[src/rtl/add_exec_pipe.sv]
// Two-stage split-carry add/sub execution slot with valid/ready on both sides.
// Optional: define ADD_EXEC_SAT_EN for signed saturation on ADD and SUB.
`timescale 1ns/1ps
module add_exec_pipe #(
   parameter int WIDTH = 64
) (
   input  logic             clk,
   input  logic             rst_n,
   input  logic             in_valid,
   output logic             in_ready,
   input  logic [WIDTH-1:0] in_a,
   input  logic [WIDTH-1:0] in_b,
   input  logic [1:0]       in_op,
   input  logic             in_cin,
   output logic             out_valid,
   input  logic             out_ready,
   output logic [WIDTH-1:0] out_sum,
   output logic             out_cout,
   output logic             out_ovf,
   output logic             out_zero,
   output logic             cflag
);

   localparam int HALF = WIDTH / 2;

   localparam logic [1:0] OP_ADD  = 2'b00;
   localparam logic [1:0] OP_SUB  = 2'b01;
   localparam logic [1:0] OP_ADC  = 2'b10;
   localparam logic [1:0] OP_ADDX = 2'b11;

   typedef struct packed {
      logic [HALF-1:0] lo;
      logic            c1;
      logic [HALF-1:0] a_hi;
      logic [HALF-1:0] b_hi;
`ifdef ADD_EXEC_SAT_EN
      logic            sat;
`endif
   } s1_t;

   s1_t             s1_q;
   s1_t             s1_d;
   logic            s1_valid;
   logic            s2_load;
   logic            in_fire;
   logic            adc_block;

   logic            is_add;
   logic            is_sub;
   logic            is_adc;
   logic            is_addx;
   logic [WIDTH-1:0] bx;
   logic            c0;
   logic [HALF:0]   lo_sum;

   logic [HALF:0]   hi_sum;
   logic [WIDTH-1:0] sum_w;
   logic [WIDTH-1:0] sum_n;
   logic            ovf_n;

   assign is_add  = (in_op == OP_ADD);
   assign is_sub  = (in_op == OP_SUB);
   assign is_adc  = (in_op == OP_ADC);
   assign is_addx = (in_op == OP_ADDX);

   // ADC must see the flag of the op ahead of it, so it waits for a drained pipe
   assign adc_block = is_adc & (s1_valid | out_valid);
   assign s2_load   = s1_valid & (~out_valid | out_ready);
   assign in_ready  = (~s1_valid | s2_load) & ~adc_block;
   assign in_fire   = in_valid & in_ready;

   always_comb begin
      bx = in_b;
      c0 = 1'b0;
      unique case (1'b1)
         is_add:  c0 = 1'b0;
         is_sub:  begin
            bx = ~in_b;
            c0 = 1'b1;
         end
         is_adc:  c0 = cflag;
         is_addx: c0 = in_cin;
         default: c0 = 1'b0;
      endcase
   end

   assign lo_sum = {1'b0, in_a[HALF-1:0]}
                 + {1'b0, bx[HALF-1:0]}
                 + {{HALF{1'b0}}, c0};

   always_comb begin
      s1_d      = '0;
      s1_d.lo   = lo_sum[HALF-1:0];
      s1_d.c1   = lo_sum[HALF];
      s1_d.a_hi = in_a[WIDTH-1:HALF];
      s1_d.b_hi = bx[WIDTH-1:HALF];
`ifdef ADD_EXEC_SAT_EN
      s1_d.sat  = is_add | is_sub;
`endif
   end

   always_ff @(posedge clk or negedge rst_n) begin
      if (!rst_n) begin
         s1_valid <= 1'b0;
         s1_q     <= '0;
      end else if (in_fire) begin
         s1_valid <= 1'b1;
         s1_q     <= s1_d;
      end else if (s2_load) begin
         s1_valid <= 1'b0;
      end
   end

   assign hi_sum = {1'b0, s1_q.a_hi}
                 + {1'b0, s1_q.b_hi}
                 + {{HALF{1'b0}}, s1_q.c1};

   assign sum_w = {hi_sum[HALF-1:0], s1_q.lo};
   assign ovf_n = (s1_q.a_hi[HALF-1] == s1_q.b_hi[HALF-1])
                & (hi_sum[HALF-1] != s1_q.a_hi[HALF-1]);

`ifdef ADD_EXEC_SAT_EN
   always_comb begin
      sum_n = sum_w;
      if (s1_q.sat & ovf_n) begin
         if (s1_q.a_hi[HALF-1])
            sum_n = {1'b1, {(WIDTH-1){1'b0}}};
         else
            sum_n = {1'b0, {(WIDTH-1){1'b1}}};
      end
   end
`else
   assign sum_n = sum_w;
`endif

   always_ff @(posedge clk or negedge rst_n) begin
      if (!rst_n) begin
         out_valid <= 1'b0;
         out_sum   <= '0;
         out_cout  <= 1'b0;
         out_ovf   <= 1'b0;
         out_zero  <= 1'b0;
      end else if (s2_load) begin
         out_valid <= 1'b1;
         out_sum   <= sum_n;
         out_cout  <= hi_sum[HALF];
         out_ovf   <= ovf_n;
         out_zero  <= (sum_n == '0);
      end else if (out_ready) begin
         out_valid <= 1'b0;
      end
   end

   // Flag follows the result leaving the slot, even if a new one replaces it
   always_ff @(posedge clk or negedge rst_n) begin
      if (!rst_n)
         cflag <= 1'b0;
      else if (out_valid & out_ready)
         cflag <= out_cout;
   end

endmodule

[config.mk]
export PLATFORM = sky130hd
export DESIGN_NAME = add_exec_pipe
export DESIGN_NICKNAME = d
export VERILOG_FILES = /design/src/rtl/add_exec_pipe.sv
export SDC_FILE = /design/constraint.sdc
export NUM_CORES = 1
export LEC_CHECK = 0
export CAP_MARGIN = 30
export CELL_PAD_IN_SITES_DETAIL_PLACEMENT = 0
export CELL_PAD_IN_SITES_GLOBAL_PLACEMENT = 2
export CORE_MARGIN = 2
export CORE_UTILIZATION = 33
export DETAILED_ROUTE_END_ITERATION = 8
export PLACE_DENSITY_LB_ADDON = 0.1
export SKIP_CTS_REPAIR_TIMING = 1
export SLEW_MARGIN = 10
export SYNTH_ARGS = -nofsm -noshare
export SYNTH_HDL_FRONTEND = slang
export SYNTH_SLANG_ARGS = --single-unit
[constraint.sdc]
create_clock -name clk -period 4.4 [get_ports clk]
set_input_delay 1.32 -clock clk [delete_from_list [all_inputs] [get_ports clk]]
set_output_delay 1.32 -clock clk [all_outputs]
set_load 0.01 [all_outputs]
==> key figures <==
Critical path
  • Worst setup path end: s1_q[96]
  • Critical Path, Cell by Cell: clkdlybuf4s50_1, nor2b_4, buf_12, xor2_1, ha_1, a21o_1, a21oi_2, o21a_1, nor4_1, buf_4, o211ai_1, a31oi_1, buf_4, buf_4, a41oi_1, xor2_1, o21ai_0
  • Critical path's slowest cell: clkdlybuf4s50_1
  • RR Endpoint: out_zero
  • CP max stage delay: around 0.48 ns
  • CP top delay family: compound AO/OA/AOI/OAI gates
  • Crit. Startpoint: in_op[0]
  • CP Class: in2reg
  • Worst setup EP type: flip-flop
  • Worst-path fanout max: 13
  • Worst r2r path cells: 12
  • Crit path DAT: around 4.5 ns
  • CP Launch Type: primary input
  • Required time of the critical path: 4.71 ns
  • Critical path's most frequent cell: buf_4
  • CP Buf/Inv Count: 5
  • CP Depth: 17
  • R2r setup slk: between 0.15 and 0.2 ns
  • Reg2reg start: s1_q[0]

Detailed routing
  • Drt drc: 0
  • First-pass DRT Iterations: 4
  • Antenna Violating Nets Remaining: 0
  • DRT Wirelength: 27.2 mm
  • Wire per inst: around 17 microns
  • Vias: between 7k and 8k
  • First DRT Iteration DRCs: 351
  • Vias/cell: 4.79

Power
  • VDD IR max: 0.258 mV
  • Leak pwr: ~0.0060 uW
  • P per Cell Area: approximately 540 mW/mm^2
  • Cell-internal power: ~4700 uW
  • Sw Share: between 30 and 40%
  • Seq pwr share: roughly 34%
  • NetSw: approximately 2600 uW
  • Logic gate share of total power: a little under half
  • Clock network fraction of design power: 21.3%
  • Final Total Pwr: 7340 uW

Placed design
  • Pre-CTS WS: -0.450 ns
  • GP Congestion: between 0.8 and 0.9
  • Placed Area: ~0.013 sq mm
  • Placed cell count: roughly 1.6k
  • IO Port Bufs: roughly 200
  • HPWL after DPL: 21.4 mm

Floorplanning
  • Chip width: 177 microns
  • Core area: a little under 0.03 sq mm
  • Die height: between 150 and 200 microns
  • # rows: 63
  • I/O pin total: around 210
  • Initial Util: between 30% and 40%
  • Die ar.: 0.0312 sq mm

Synthesis
  • Yosys Warn Count: 0
  • Largest cells by area after synthesis: dfrtp_1, mux2_2, ha_1
  • Avg Cell Area, Syn: about 10 sq um
  • FFs w/ async S/R, synth: 100%
  • Yosys top cell area share: 42.4%
  • Post-synth top cells: dfrtp_1, nand2_1, o21ai_0
  • Post-synth EDFFs: 0
  • Synth Instances: ~970
  • Yosys reg bits: 167
  • Area leader, netlist: dfrtp_1
  • Post-synth top flop: dfrtp_1
  • Post-synthesis cell area: just under 0.01 sq mm
  • Synth unique cells: 65
  • Sequential fraction of the synthesis area: between 40 and 50%
  • Syn nets: 1168
  • Most common cell in the netlist: dfrtp_1

Timing
  • Final Critical Period: 4.22 ns
  • Fin. max-slew vios: 0
  • Clock skew: ~0.0098 ns
  • Fmax: roughly 240 MHz
  • Rel. slew slack: 49.7%
  • Crit share post-route: between 90% and 100%
  • Final worst slack: 0.179 ns
  • Final Hold Vio Count: 0
  • RSZ-0062 raised after global routing: yes
  • Worst-Margin Slew: 0.755 ns
  • Setup Viol. Count Final: 0

Clock network
  • Clk buf depth: 2
  • Clk_lat worst skew: around 0.44 ns
  • CTS Root Buffer Type: clkbuf_16
  • CTS clk-pin slew, worst paths: about 0.070 ns
  • CTS buffer count: 17
  • CTS tree: done
  • H-tree Lvls: 4
  • Clk sink count: approximately 170

Final layout
  • Final #Nets: around 1.4k
  • Synth-to-layout area growth: 38.7%
  • Final instance area: approximately 0.014 sq mm
  • Ratio of cells with drive above 1 in the final layout: a little under a fifth
  • Non-Filler Instances: between 1.5k and 2k
  • N_diodes: 0

Global route
  • Vias in the first global route: roughly 8.0k
  • Pin count of the biggest net entering global routing: roughly 80
  • First-pass GRT wire length: about 43 mm
  • Initial antenna violation count: 0
  • Total GRT Usage: 17.7%
  • Total grt overflow: 0

Flow run
  • # Max-Cap Violations: 0

Worst hold path
  • Worst Hold Class: reg2reg

Status
  • Status: finished clean
[worst min-delay path, cell delays in order (launching register included)]
cell,delay (ns)
dfrtp_1,0.34
nand2_1,0.04
o21ai_0,0.05
[how the worst min path moves through the flow]
| stage | start | to | cells past startpoint |
|---|---|---|---|
| 5_1_grt | out_zero | out_zero | 2 |
| 3_5_place_dp | out_sum[60] | out_sum[60] | 2 |
| 3_3_place_gp | out_sum[46] | out_sum[46] | 2 |
| 6_report | out_sum[56] | out_sum[56] | 2 |
| 2_1_floorplan | s1_q[10] | s1_q[10] | 2 |
| 4_1_cts | out_sum[60] | out_sum[60] | 2 |
[flip-flops by register name, summed over array words and instances, names as in the netlist]
signal	cells
s1_valid	1
out_ovf	1
out_zero	1
out_sum	64
cflag	1
s1_q	97
out_cout	1
out_valid	1
[power by group through the flow]
stage          clock, uW  combinational, uW  sequential, uW
6_report            1560               3310            2470
2_1_floorplan          0               1790            2500
3_3_place_gp           0               3320            2500
3_5_place_dp           0               3330            2500
5_1_grt             1660               3660            2540
4_1_cts             1600               3340            2480
[cell usage in the layout, fill, tap and decap left out, types with 4 or more instances in the layout]
cell               n
inv_1             14
o21bai_1           7
a21oi_2            6
clkdlybuf4s50_1  202
xor2_1            59
nor4_1            15
xnor2_1           58
o31ai_1            4
nor2b_1            4
o21ai_0          105
ha_1              62
mux2_2            77
clkbuf_16         17
nand3_1           10
a21o_1            33
nor2_1            24
buf_12             4
a211oi_1           7
nand2b_1           9
nor3_1            11
dfrtp_1          167
nand2_1          119
and3_1             5
buf_4             88
a21oi_1           45
a41oi_1            5
nand4_1            4
a31oi_1            7
o21ai_1            6
o21a_1             6
[area by class of cell]
| type | count | area (sq um) |
|---|---|---|
| clock inverters | 14 | 175 |
| flip-flops and latches | 167 | 4180 |
| multi-input cells | 750 | 5560 |
| inverters | 14 | 52.6 |
| clock buffers | 17 | 425 |
| repair buffers | 296 | 2790 |
| well taps | 390 | 488 |
| fillers | 2832 | 15800 |
[metal layers]
| metal | track usage, % | vias up | part of all wire [%] |
|---|---|---|---|
| met2 | 30.5 | 146 | 49 |
| met4 | 4.72 | 0 | 1.2 |
| met5 | 0 | - | 0 |
| met3 | 2.21 | 20 | 3.0 |
| met1 | 23.6 | 3691 | 47 |
| li1 | - | 4033 | - |
[cells by family (layout without fill, tap and decap cells)]
kind of cell             Yosys count  in the layout  share of synthesized area (%)
multiplexers                      77             77                           8.81
flip-flops                       167            167                           42.4
adder cells (fa/ha/maj)           66             66                           8.69
XOR/XNOR                         119            119                           10.7
AO/OA/AOI/OAI                    267            267                           17.0
buffers and inverters             50            341                           1.93
AND/OR/NAND/NOR                  221            221                           10.5
[through the flow]
stage	utilization (%)	setup TNS [ns]	hold WS, ns
floorplan	-	0	0.456
global placement	44.0	-5.22	0.462
detailed placement	44.0	-6.39	0.471
CTS	46.1	0	0.487
global route	46.3	-0.0422	0.507
finish	46.3	0	0.475
(Power assumes the default switching activity.)
